## config.mk

```make
export PLATFORM = sky130hd
export DESIGN_NAME = gamepad_pmod_events
export DESIGN_NICKNAME = d
export VERILOG_FILES = /design/src/rtl/gamepad_pmod_events.sv
export SDC_FILE = /design/constraint.sdc
export NUM_CORES = 1
export LEC_CHECK = 0
export BUFFER_PORTS_ARGS = -buffer_cell sky130_fd_sc_hd__buf_2
export CAP_MARGIN = 15
export CORE_MARGIN = 1
export CORE_UTILIZATION = 55
export CTS_BUF_LIST = sky130_fd_sc_hd__clkbuf_8
export DETAILED_ROUTE_END_ITERATION = 7
export PLACE_DENSITY = 0.79
export SYNTH_ARGS = -nofsm -noshare
export SYNTH_HDL_FRONTEND = slang
export SYNTH_SLANG_ARGS = --single-unit
export TNS_END_PERCENT = 1
```

## constraint.sdc

```tcl
create_clock -name clk -period 6.4 [get_ports clk]
set_clock_uncertainty 0.2 [all_clocks]
set_input_delay 1.28 -clock clk [delete_from_list [all_inputs] [get_ports clk]]
set_output_delay 1.28 -clock clk [all_outputs]
set_load 0.01 [all_outputs]
```

## src/rtl/gamepad_pmod_events.sv

```systemverilog
// gamepad_pmod_events: N-pad Gamepad Pmod deserialiser (pins pmod_data/clk/latch in; held/press/released/is_present/frame_valid/frame_err/link_ok out)
module gamepad_pmod_events #(
  parameter int          NUM_PADS       = 2,
  parameter logic [11:0] REPEAT_MASK    = 12'h0F0,
  parameter int          REPEAT_DELAY   = 15,
  parameter int          REPEAT_RATE    = 4,
  parameter int          TIMEOUT_CYCLES = 1000000
) (
  input  logic                    clk,
  input  logic                    rst_n,
  input  logic                    pmod_data,
  input  logic                    pmod_clk,
  input  logic                    pmod_latch,
  output logic [12*NUM_PADS-1:0]  held,
  output logic [12*NUM_PADS-1:0]  press,
  output logic [12*NUM_PADS-1:0]  released,
  output logic [NUM_PADS-1:0]     is_present,
  output logic                    frame_valid,
  output logic                    frame_err,
  output logic                    link_ok
);
  localparam int W = 12 * NUM_PADS;
  localparam int CW = $clog2(W + 2);
  localparam int TW = $clog2(TIMEOUT_CYCLES + 1);
  localparam logic [CW-1:0] FULL = CW'(W);
  localparam logic [CW-1:0] SAT = CW'(W + 1);
  localparam logic [TW-1:0] TMAX = TW'(TIMEOUT_CYCLES);
  localparam logic [TW-1:0] TLAST = TW'(TIMEOUT_CYCLES - 1);
  localparam logic [7:0] DLY = 8'(REPEAT_DELAY);
  localparam logic [7:0] RLD = 8'(REPEAT_DELAY - REPEAT_RATE);
  logic [1:0] data_s_q, data_s_d;
  logic [2:0] clk_s_q, clk_s_d, latch_s_q, latch_s_d;
  logic [W-1:0] shift_q, shift_d, held_q, held_d, press_q, press_d, rel_q, rel_d, nxt;
  logic [CW-1:0] cnt_q, cnt_d;
  logic [TW-1:0] to_q, to_d;
  logic [NUM_PADS-1:0] pres_q, pres_d, pres_nxt;
  logic valid_q, valid_d, err_q, err_d, link_q, link_d;
  logic [7:0] rc_q [W];
  logic [7:0] rc_d [W];
  logic clk_rise, latch_rise, acc, lost;
  always_comb begin
    data_s_d = {data_s_q[0], pmod_data};
    clk_s_d = {clk_s_q[1:0], pmod_clk};
    latch_s_d = {latch_s_q[1:0], pmod_latch};
    clk_rise = clk_s_q[1] & ~clk_s_q[2];
    latch_rise = latch_s_q[1] & ~latch_s_q[2];
    acc = latch_rise & (cnt_q == FULL);
    lost = ~acc & (to_q == TLAST);
    shift_d = clk_rise ? {shift_q[W-2:0], data_s_q[1]} : shift_q;
    cnt_d = latch_rise ? CW'(clk_rise) : (clk_rise && cnt_q != SAT) ? cnt_q + 1'b1 : cnt_q;
    to_d = acc ? '0 : (to_q != TMAX) ? to_q + 1'b1 : to_q;
    for (int k = 0; k < NUM_PADS; k++) begin
      pres_nxt[k] = shift_q[12*k +: 12] != 12'hFFF;
      nxt[12*k +: 12] = pres_nxt[k] ? shift_q[12*k +: 12] : 12'h000;
    end
    press_d = acc ? nxt & ~held_q : '0;
    rel_d = acc ? ~nxt & held_q : lost ? held_q : '0;
    for (int i = 0; i < W; i++) begin
      rc_d[i] = rc_q[i];
      if (!REPEAT_MASK[i % 12] || lost) rc_d[i] = '0;
      else if (acc) begin
        if (!nxt[i] || !held_q[i]) rc_d[i] = '0;
        else if (rc_q[i] + 8'd1 == DLY) begin
          rc_d[i] = RLD;
          press_d[i] = 1'b1;
        end else rc_d[i] = rc_q[i] + 8'd1;
      end
    end
    held_d = acc ? nxt : lost ? '0 : held_q;
    pres_d = acc ? pres_nxt : lost ? '0 : pres_q;
    valid_d = acc;
    err_d = latch_rise & ~acc;
    link_d = acc | (link_q & ~lost);
  end
  always_ff @(posedge clk or negedge rst_n) begin
    if (!rst_n) begin
      data_s_q <= '0;
      clk_s_q <= '0;
      latch_s_q <= '0;
      shift_q <= '1;
      cnt_q <= '0;
      to_q <= '0;
      held_q <= '0;
      press_q <= '0;
      rel_q <= '0;
      pres_q <= '0;
      valid_q <= 1'b0;
      err_q <= 1'b0;
      link_q <= 1'b0;
      rc_q <= '{default: '0};
    end else begin
      data_s_q <= data_s_d;
      clk_s_q <= clk_s_d;
      latch_s_q <= latch_s_d;
      shift_q <= shift_d;
      cnt_q <= cnt_d;
      to_q <= to_d;
      held_q <= held_d;
      press_q <= press_d;
      rel_q <= rel_d;
      pres_q <= pres_d;
      valid_q <= valid_d;
      err_q <= err_d;
      link_q <= link_d;
      rc_q <= rc_d;
    end
  end
  assign held = held_q;
  assign press = press_q;
  assign released = rel_q;
  assign is_present = pres_q;
  assign frame_valid = valid_q;
  assign frame_err = err_q;
  assign link_ok = link_q;
endmodule

```

; Word-level counts from Yosys, hierarchy flattened
; Index checks and enable logic that the tools add are counted.
[classes]
add_sub_neg = 10
n_eq_ne = 14
mux = 77
n_bitwise = 15
reduce_logical = 28
[op_table]
columns = op, n
row1 = $mux 8, 32
row2 = $mux 24, 5
row3 = $add 8x1->8 const B, 8
row4 = $eq 8x4->1 const B, 8
row5 = $and 24x24->24, 2
row6 = $not 24->24, 2
row7 = $mux 20, 2
row8 = $mux 1, 32
row9 = $mux 12, 2
row10 = $ne 12x12->1 const B, 2
row11 = $add 20x1->20 const B, 1
row12 = $eq 20x20->1 const B, 1
row13 = $ne 20x20->1 const B, 1
row14 = $logic_not 1->1, 16
row15 = $mux 5, 2
row16 = $logic_or 1x1->1, 8
row17 = $and 1x1->1, 6
row18 = $reduce_bool 2->1, 3
row19 = $add 5x1->5 const B, 1
row20 = $eq 5x5->1 const B, 1
row21 = $ne 5x5->1 const B, 1
row22 = $mux 2, 2
row23 = $not 1->1, 4
row24 = $logic_and 1x1->1, 1
row25 = $or 1x1->1, 1
[word_totals]
regBits = 198
inputBits = 5
out_inout_bits = 77
word_cells = 165

; Depth between registers and ports, before layout
; Gate-level depths: netlist (run 1).
[depth]
depth_word = 8
mapped_depth = 10
ltp_nobuf = 8

; Worst setup path before layout (run 1)
; OpenSTA, ideal clock, no wires.
[synth_path]
kind = register -> register
startpoint = register cnt_q[0]
endpoint = register rc_q[38] (netlist bit)
setup_ns = 0.125
t_arrival_ns = 1.818
t_required_ns = 6.075
slack_ns = 4.256
stages_incl_launch_ff = 10
n_path_buf = 2
path_cell_list = dfrtp_1 -> inv_1 -> ha_1 -> and4b_1 -> nand2_1 -> buf_2 -> clkbuf_1 -> nor4_1 -> o21ai_0 -> o21ai_1
[synth_between]
elab_chain_cells = 5
word_cells_on_any_way = 6
classes_between = eq/ne: 1 / mux: 1 / bitwise: 3 / reduce/logical: 1
[synth_lines]
columns = item, line_no
row1 = from (decl), 34  ; logic [CW-1:0] cnt_q, cnt_d;
row2 = from (signal assigned), 96  ; cnt_q <= cnt_d;
row3 = $eq 5x5->1 *, 47  ; acc = latch_rise & (cnt_q == FULL);
row4 = $and 1x1->1 *, 47
row5 = $not 1->1, 48  ; lost = ~acc & (to_q == TLAST);
row6 = $and 1x1->1, 48
row7 = $mux 8 / $reduce_bool 2->1 (equally long branches), n/a
row8 = to (signal assigned), 105  ; rc_q <= rc_d;
row9 = to (decl), 38  ; logic [7:0] rc_q [W];
; Every way passes the cells marked *; elsewhere a longest branch is shown, timed or not.
; A chain may end at the register's enable or synchronous reset.

; Final worst setup path (run 1)
[layout_path]
startpoint = register cnt_q[0]
endpoint = register rc_q[62] (netlist bit)
; Same word-level chain as after synthesis.

==> flow_summary.toml, run 1 <==
[timing]
grt_setup_unrepaired = "false"
slew_violations = 0
slew_headroom_pct = 35.0
tns_ns = 0
fmax_mhz = 285
finalSetupViolCount = 0
timing.final.crit_share_pct = 54.8
finalHoldViolCount = 0
finalCriticalPeriod_ns = 3.51
hold_slack_ns = 0.158
worstMarginPinSlew_ns = 0.975

[logic_synthesis]
synth_mux_area_share_pct = 0.449
synth_xor_area_share_pct = 4.32
synth_seq_cells = 198
synth_fp_nets = 930
synthFlopType = "dfrtp_1"
yosysSeqAreaShare_pct = 55.9
synth.cell_area_um2 = 8910
synthAdderAreaFrac_pct = 2.95
synth_top_family_by_area = "simple AND/OR/NAND/NOR gates"
ys_warn_count = 0
ys_types = 56
synth_compound_area_share_pct = 9.68
yosysTopAreaCellShare_pct = 48.8
avgSynthCellArea_um2 = 9.86
synth-edff-count = 0
synthSimpleGateAreaFrac_pct = 23.8
syn_inst = 904
ys_top_cells_by_area = "dfrtp_1 (49%), nand2_1 (8.7%), dfstp_2 (7.1%)"
async_reset_ff_share_pct = 100
yosysTopAreaCell = "dfrtp_1"

[route]
drc = 0
vias = 6816
top_layer = "met4"
met3_wirelength_um = 963
viasPerCell = 5.61
wl_per_cell_um = 15.4
met1Wirelength_mm = 8.61
wl_mm = 18.7
wl_met2_mm = 8.81
drt_pass1_iterations = 5
drtAntennaViolNets = 0
initialDrtViolationCount = 427

[critical_path]
r2r_slack_ns = 2.89
path_class = "flop to flop"
required_ns = 6.58
end_kind = "flop"
cp_max_fo = 69
crit_buf_inv = 4
critPathTopFamily = "buffers and inverters"
cp_data_arrival_time_ns = 3.69
crit_path_cell_trace = "inv_1, ha_1, and4b_1, nand2_1, buf_4, inv_1, a21oi_4, buf_4, a21oi_1, o21ai_0"
crit_slowest_cell = "buf_4"
startpoint_type = "flop"
cp_slowest_stage_delay_ns = 0.67

[floorplanning]
initial_core_util_pct = 56.3
dieWidth_um = 129
io-pin-count = 82
die_h_um = 129
placementRows = 46
dieArea_um2 = 16700
fp.coreArea_um2 = 15800

[cells_and_area]
fillerInstances = 1281
drive_gt1_share_pct = 15.4
fin_area_um2 = 9980
area_growth_pct = 12.0
diodes = 0
fin_nets = 1013

[power]
p_per_area_nw_per_um2 = 227
p_leak_nw = 5.03
max-vdd-ir-drop_mv = 0.145

[global_route]
grt_pass1_wl_mm = 31.2
grt_overflow = 0
grt_max_degree = 119
grtUsageTotal_pct = 23.8
grt_pass1_vias = 6499
antenna_found_initial = 0

[clock_tree]
tritoncts = "yes"
cts_buffers = 17
h-tree-depth = 4
clk_latency_ns = 0.47
clockBufferDepth = 2
cts_setup_buffers = 0
hold_buffers = 0
clock_sinks = 198
cts_root_buffer = "clkbuf_8"
path_clk_slew_ns = 0.10
cts.repair.resized = 0

[worst_hold_path]
hold_path.class = "flop to flop"

[place]
routabilityCongestion = 0.853
dpl.hpwl_mm = 12.0
portBuffers = 81
dpl_cell_area_um2 = 9540

[status]
outcome = "finished, final reports clean"

[job]
cap_violations = 0
## power breakdown
group | switching (mW) | total [mW] | internal (mW)
combinational | 0.0457 | 0.0635 | 0.0179
sequential | 0.0354 | 1.33 | 1.29
clock | 0.433 | 0.880 | 0.446
total | 0.514 | 2.27 | 1.76
## Yosys cell counts (4+ instances only)
master    number
nor2_1        59
a21o_1         7
nand3b_1       5
nand4_1       20
a21oi_1       18
o21ai_0       45
xnor2_1       14
nand2b_1      10
nor3_2         5
xor2_1        30
a311o_1        4
inv_1         31
nand3_1       42
a31oi_1        8
o21ai_1       14
a22o_1         9
clkbuf_1      11
dfstp_2       24
nor3_1         8
buf_2         10
nor4_1        17
and3_1        52
dfrtp_1      174
mux2i_1        4
nand2_1      206
ha_1          21
## cell type report
class	instances	area, um^2	share of cell area (%)
Multi-Input combinational cell	648	3680	36.9
Tap cell	216	270	2.71
Sequential cell	198	4980	49.9
Inverter	31	116	1.17
Clock inverter	13	179	1.79
Clock buffer	19	262	2.62
Timing Repair Buffer	91	489	4.90
## metal layers
metal  GRT usage, %  vias to the layer above
met5              0                        -
met4           7.89                        0
met3           5.24                       26
met2           37.9                      158
met1           32.6                     3327
li1               -                     3305
## worst reg2reg max path, delay by kind of cell, from the launching register on
kind / cells / cell delay, ns
adders and majority gates: 1 / 0.20
and+or+nand+nor: 2 / 0.26
DFF: 1 / 0.47
buffers and inverters: 4 / 1.46
AOI/OAI and AO/OA: 3 / 0.83
## worst paths after layout
check                                          start                       to  depth (start not counted)
worst min register to register  clk_s_q[0]$_DFF_PN0_     clk_s_q[1]$_DFF_PN0_                          0
worst max-delay path            cnt_q[0]$_DFFE_PN0P_     rc_q[62]$_DFFE_PN0P_                         10
min in group asynchronous                      rst_n    rc_q[142]$_DFFE_PN0P_                          1
max in group asynchronous                      rst_n  shift_q[23]$_DFFE_PN1P_                          2
worst min-delay path            clk_s_q[0]$_DFF_PN0_     clk_s_q[1]$_DFF_PN0_                          0
worst max register to register  cnt_q[0]$_DFFE_PN0P_     rc_q[62]$_DFFE_PN0P_                         10
## state kept, by name (all words and copies together) (netlist names)
name         count
clk_s_q          3
cnt_q            5
data_s_q         2
frame_err        1
frame_valid      1
held            24
is_present       2
latch_s_q        3
link_ok          1
press           24
rc_q            64
released        24
shift_q         24
to_q            20
## cell usage in the layout, fill, tap and decap left out, types with 4 or more instances in the layout
master,count
nand3b_1,5
a311o_1,4
nor4_1,17
ha_1,21
nor2_1,59
a31oi_1,8
nor3_1,8
bufinv_16,4
nor3_2,5
o21ai_1,14
inv_1,34
nand4_1,20
a22o_1,9
nand2b_1,10
nand2_1,206
a21o_1,7
buf_2,80
nand3_1,42
buf_4,10
clkbuf_8,20
xor2_1,30
xnor2_1,14
a21oi_1,18
o21ai_0,45
mux2i_1,4
dfstp_2,24
dfrtp_1,174
and3_1,52
## stage by stage
stage / setup WS (ns) / total power, mW / utilization, % / cells
final: 2.89 / 2.27 / 63.1 / 1216
after floorplan: 4.26 / 1.37 / - / 904
after CTS: 2.86 / 2.29 / 63.1 / 1216
after detailed placement: 2.97 / 1.42 / 60.3 / 1184
after global placement: 3.05 / 1.41 / 60.3 / 1184
after global routing: 2.61 / 2.35 / 63.1 / 1216
## logic make-up (layout without fill, tap and decap cells)
family	Yosys count	count (layout)
simple gates	443	443
fa+ha+maj	21	21
buf+inv	58	154
flops	198	198
compound gates	136	136
mux	4	4
xor+xnor	44	44
Note: power is estimated with default switching activity, not from simulation.
==> inputs of run 2 (changes only) <==
--- a/config.mk
+++ b/config.mk
@@ -5,6 +5,7 @@
 export SDC_FILE = /design/constraint.sdc
 export NUM_CORES = 1
 export LEC_CHECK = 0
+export ABC_AREA = 1
 export BUFFER_PORTS_ARGS = -buffer_cell sky130_fd_sc_hd__buf_2
 export CAP_MARGIN = 15
 export CORE_MARGIN = 1
==> constraint.sdc (replaced) <==
create_clock -name clk -period 3.31 [get_ports clk]
set_clock_uncertainty 0.2 [all_clocks]
set_input_delay 0.662 -clock clk [delete_from_list [all_inputs] [get_ports clk]]
set_output_delay 0.662 -clock clk [all_outputs]
set_load 0.01 [all_outputs]
==> run 2 against run 1 <==
Flip-flop and latch count unchanged. Global-route usage is 0.055 points lower. Total power rose by 81%. Synthesized cell count rose by 24%. Critical path depth is the same. Highest routed layer unchanged. Routed wire length rose by 1.5%. Die area increased by 2.8%. Register-to-register slack got worse by 2.2 ns. Maximum frequency up 34%. Critical path type unchanged.
==> flow_summary.toml, run 2 <==
[global_route]
grt_pass1_vias = 7184
grtUsageTotal_pct = 23.8
grt_pass1_wl_mm = 33.3
grt_overflow = 0
grtUsageMet1_pct = 33.2
grt_max_degree = 70
antenna_found_initial = 0
busiest_layer = "met2"
use_met2_pct = 37.8
use_met3_pct = 4.13

[critical_path]
required_ns = 3.52
reg2regPathDepth = 10
path_class = "flop to flop"
cp_data_arrival_time_ns = 2.82
r2r_slack_ns = 0.70
r2r_end = "held[9]$_DFFE_PN0P_"
cp_max_fo = 58
end_kind = "flop"
r2r_start = "cnt_q[0]$_DFFE_PN0P_"
startpoint_type = "flop"

[floorplanning]
dieWidth_um = 131
fp.coreArea_um2 = 16100
initial_core_util_pct = 57.1
dieArea_um2 = 17200
placementRows = 46
die_h_um = 131
io-pin-count = 82

[power]
max-vdd-ir-drop_mv = 0.273
p_per_area_nw_per_um2 = 405
p_leak_nw = 5.28

[logic_synthesis]
synth_seq_cells = 198
yosysMostFrequentCell = "nand2_1"
yosysTopAreaCell = "dfrtp_1"
synth_fp_nets = 1149
ys_top_cells_by_area = "dfrtp_1 (47%), nand2_1 (16%), dfstp_2 (6.9%)"
yosysSeqAreaShare_pct = 54.4
synthFlopType = "dfrtp_1"
async_reset_ff_share_pct = 100
yosysTopAreaCellShare_pct = 47.5
avgSynthCellArea_um2 = 8.16
syn_inst = 1123
netlist_top_cells_count = "nand2_1 (393), dfrtp_1 (174), inv_1 (133), nor2_1 (102), nand3_1 (74)"
synth.cell_area_um2 = 9170
ys_types = 31
synth-edff-count = 0
ys_warn_count = 0

[timing]
finalHoldViolCount = 0
worstMarginPinSlew_ns = 1.04
slew_violations = 0
worst_slack_ns = 0.703
slew_headroom_pct = 30.6
grt_setup_unrepaired = "false"
timing.final.crit_share_pct = 78.8
finalSetupViolCount = 0
fmax_mhz = 384
tns_ns = 0
hold_slack_ns = 0.0791
finalCriticalPeriod_ns = 2.61

[clock_tree]
tritoncts = "yes"
clk_latency_ns = 0.48
h-tree-depth = 4
cts_buffers = 17
clock_sinks = 198
path_clk_slew_ns = 0.10
cts_root_buffer = "clkbuf_8"
clockBufferDepth = 2

[cells_and_area]
layout_common_cells = "nand2_1 (393), dfrtp_1 (174), inv_1 (134)"
fin_area_um2 = 10200
multi_input_area_um2 = 3520
largest_reg_flops = 64
fin_nets = 1235
fillerInstances = 1389
register_area_um2 = 4980
drive_gt1_share_pct = 13.0
area_growth_pct = 10.8
diodes = 0
regMostFlops = "rc_q"
final_common_cell = "nand2_1"

[place]
dpl.hpwl_mm = 13.1
dpl_cell_area_um2 = 9790
dp_slack_ns = 0.715
portBuffers = 81
routabilityCongestion = 0.866

[route]
viasPerCell = 5.20
drc = 0
vias = 7484
initialDrtViolationCount = 567
drtAntennaViolNets = 0
drt_pass1_iterations = 7
wl_mm = 19.0
wl_per_cell_um = 13.2

[worst_hold_path]
min_from = "pmod_clk"
hold_path_depth = 1
hold_path.class = "input pin to flop"
hold_end = "clk_s_q[0]$_DFF_PN0_"

[job]
cap_violations = 0

[status]
outcome = "finished, final reports clean"
[run 2: layer usage]
metal	part of all wire (%)	wire length (um)
met4	1.3	254
met5	0	0
met3	4.2	793
met1	48	9100
met2	47	8830
[run 2: timing repair]
action,in CTS,in global routing
setup buffers,0,0
gates resized for setup,0,0
endpoints found under the hold margin,36,0
hold buffers,1,0
[run 2: kinds of logic after synthesis]
kind of cell               count (synthesis)  share of synthesized area (%)
and+or+nand+nor                          626                           28.3
DFF                                      198                           54.4
buffers and inverters                    161                           7.25
AOI/OAI and AO/OA                        107                           6.26
adders and majority gates                 21                           2.87
xor gates and xnor gates                  10                          0.955
[run 2: area by class of cell]
| type | count | area share (%) |
|---|---|---|
| tap | 216 | 2.66 |
| multi-input combinational | 764 | 34.7 |
| timing repair buffer | 88 | 4.87 |
| clock buffer | 19 | 2.58 |
| inverter | 140 | 5.17 |
| sequential | 198 | 49.1 |
| clock inverter | 13 | 0.961 |
[run 2: critical path: stages, from the launching register on]
cell and delay [ns]:
dfrtp_1 0.40, inv_1 0.09, ha_1 0.20, nand4_1 0.15, nor2_4 0.06, inv_2 0.17, nand2_2 0.09, inv_2 0.75
buf_4 0.30, nand2_1 0.07, nand2_1 0.05
[run 2: worst max-delay path by stage]
| stage | startpoint | endpoint | slack (ns) | cells past startpoint |
|---|---|---|---|---|
| finish | cnt_q[0]$_DFFE_PN0P_ | held[9]$_DFFE_PN0P_ | 0.70 | 10 |
| detailed placement | cnt_q[0]$_DFFE_PN0P_ | held[9]$_DFFE_PN0P_ | 0.72 | 10 |
| global route | cnt_q[0]$_DFFE_PN0P_ | held[1]$_DFFE_PN0P_ | 0.45 | 10 |
| floorplan | cnt_q[0]$_DFFE_PN0P_ | rc_q[35]$_DFFE_PN0P_ | 1.54 | 9 |
| global placement | cnt_q[0]$_DFFE_PN0P_ | held[1]$_DFFE_PN0P_ | 0.76 | 10 |
| CTS | cnt_q[0]$_DFFE_PN0P_ | held[9]$_DFFE_PN0P_ | 0.69 | 10 |
[run 2: power by group]
group,internal [mW],switching [mW]
logic,0.0361,0.101
registers,2.50,0.0480
clock network,0.567,0.863
[run 2: per-stage QoR]
stage / utilization [%] / power (mW) / cells
6_report: 63.2 / 4.11 / 1438
5_1_grt: 63.2 / 4.27 / 1438
4_1_cts: 63.2 / 4.14 / 1438
3_5_place_dp: 60.9 / 2.73 / 1405
3_3_place_gp: 60.9 / 2.72 / 1405
2_1_floorplan: - / 2.64 / 1123
==> inputs of run 3 (changes only) <==
--- a/config.mk
+++ b/config.mk
@@ -12,7 +12,7 @@
 export CORE_UTILIZATION = 55
 export CTS_BUF_LIST = sky130_fd_sc_hd__clkbuf_8
 export DETAILED_ROUTE_END_ITERATION = 7
-export PLACE_DENSITY = 0.79
+export PLACE_DENSITY = 0.82
 export SYNTH_ARGS = -nofsm -noshare
 export SYNTH_HDL_FRONTEND = slang
 export SYNTH_SLANG_ARGS = --single-unit
==> constraint.sdc (replaced) <==
create_clock -name clk -period 2.12 [get_ports clk]
set_clock_uncertainty 0.2 [all_clocks]
set_input_delay 0.424 -clock clk [delete_from_list [all_inputs] [get_ports clk]]
set_output_delay 0.424 -clock clk [all_outputs]
set_load 0.01 [all_outputs]
==> run 3 against run 2 <==
Combinational power increased by 110%. Register-to-register slack got worse by 0.60 ns. Die area unchanged. Routed wire length is 5.3% higher. Critical endpoint is now rc_q[138]$_DFFE_PN0P_. Maximum frequency rose by 29%.
==> flow_summary.toml, run 3 (synthesis results as in run 2) <==
[power]
p_leak_nw = 5.41
max-vdd-ir-drop_mv = 0.432
power_mw = 6.74
p_per_area_nw_per_um2 = 644

[timing]
fmax_mhz = 495
slew_headroom_pct = 66.3
grt_setup_unrepaired = "true"
worst_slack_ns = 0.0997
finalCriticalPeriod_ns = 2.02
finalHoldViolCount = 0
timing.final.crit_share_pct = 95.3
slew_violations = 0
finalSetupViolCount = 0
worstMarginPinSlew_ns = 0.505

[critical_path]
end_kind = "flop"
crit_path_cell_trace = "inv_2, ha_1, nand4_1, nor2_4, buf_4, nand4_2, nor2_1, nand2_1, nand2_1"
critPathTopFamily = "simple AND/OR/NAND/NOR gates"
required_ns = 2.33
path_class = "flop to flop"
cp_common_cell = "nand2_1"
startpoint_type = "flop"
cp_data_arrival_time_ns = 2.23
cp_slowest_stage_delay_ns = 0.43
crit_buf_inv = 2
cp_max_fo = 10
crit_slowest_cell = "dfrtp_1"

[floorplanning]
initial_core_util_pct = 57.1
dieArea_um2 = 17200
die_h_um = 131
dieWidth_um = 131
fp.coreArea_um2 = 16100
io-pin-count = 82
placementRows = 46

[worst_hold_path]
hold_path.class = "flop to flop"

[place]
routabilityCongestion = 0.911
dpl.hpwl_mm = 14.0
dp_cells = 1420
dp_slack_ns = -0.00825
portBuffers = 81
dpl_cell_area_um2 = 9960

[route]
wl_mm = 20.0
viasPerCell = 5.27
initialDrtViolationCount = 494
drtAntennaViolNets = 0
drt_pass1_iterations = 5
wl_per_cell_um = 13.7
drc = 0
vias = 7701

[clock_tree]
path_clk_slew_ns = 0.10
clock_sinks = 198
clk_latency_ns = 0.47
cts_root_buffer = "clkbuf_8"
cts_buffers = 17
h-tree-depth = 4
clockBufferDepth = 2
tritoncts = "yes"

[global_route]
antenna_found_initial = 0
grt_overflow = 0
grt_pass1_vias = 7271
grtUsageTotal_pct = 23.8
grt_pass1_wl_mm = 33.2
grt_max_degree = 52

[status]
outcome = "finished, final reports clean"

[cells_and_area]
largest_reg_flops = 64
layout_common_cells = "nand2_1 (392), dfrtp_1 (174), inv_1 (127)"
drive_gt1_share_pct = 15.1
stdcell_count = 1461
final_common_cell = "nand2_1"
fin_area_um2 = 10500
diodes = 0
area_growth_pct = 14.1
regMostFlops = "rc_q"
fin_nets = 1258

[job]
cap_violations = 0
## run 3: worst reg2reg max path: stages (launching register included)
cell and delay [ns]:
dfrtp_1 0.43, inv_2 0.09, ha_1 0.13, nand4_1 0.14, nor2_4 0.21, buf_4 0.22
nand4_2 0.27, nor2_1 0.16, nand2_1 0.06, nand2_1 0.06
## run 3: layout make-up
class,instances,area (um^2)
flip-flops and latches,198,4980
multi-input cells,764,3540
clock buffers,17,234
inverters,140,528
fillers,1295,5590
well taps,216,270
clock inverters,15,170
repair buffers,111,737
## run 3: where the power goes
part           switching [mW]  internal (mW)  total, mW
Clock                    1.41           1.08       2.49
Sequential             0.0670           3.90       3.96
Combinational           0.190         0.0957      0.286
## run 3: through the flow
step / setup TNS [ns] / hold slack, ns / utilization, %
4_1_cts: 0 / 0.160 / 64.8
2_1_floorplan: 0 / -0.0716 / -
3_5_place_dp: -0.00825 / 0.136 / 62.0
3_3_place_gp: 0 / 0.133 / 62.0
6_report: 0 / 0.158 / 65.2
5_1_grt: -0.392 / 0.171 / 65.2
## run 3: per-layer routing
layer | global-route usage (%) | vias up | routed length [um]
met2 | 39.4 | 194 | 9750
met1 | 30.9 | 3707 | 9040
li1 | - | 3770 | -
met5 | 0 | - | 0
met4 | 10.1 | 0 | 381
met3 | 4.13 | 30 | 817
## run 3: what timing repair did
action,4_1_cts,5_1_grt
setup buffers,1,4
setup endpoints to repair,2,79
endpoints found under the hold margin,184,0
pin swaps,1,7
hold buffers,4,0
resized for setup,0,12
## run 3: final timing paths
check                      cells after the start  slack [ns]                 start                      end
hold / removal                                 0        0.16  clk_s_q[0]$_DFF_PN0_     clk_s_q[1]$_DFF_PN0_
hold reg to reg                                0        0.16  clk_s_q[0]$_DFF_PN0_     clk_s_q[1]$_DFF_PN0_
setup / recovery                               9         0.1  cnt_q[1]$_DFFE_PN0P_    rc_q[138]$_DFFE_PN0P_
setup reg to reg                               9         0.1  cnt_q[1]$_DFFE_PN0P_    rc_q[138]$_DFFE_PN0P_
min in group asynchronous                      2        0.21                 rst_n    rc_q[142]$_DFFE_PN0P_
max in group asynchronous                      3        0.91                 rst_n  shift_q[22]$_DFFE_PN1P_
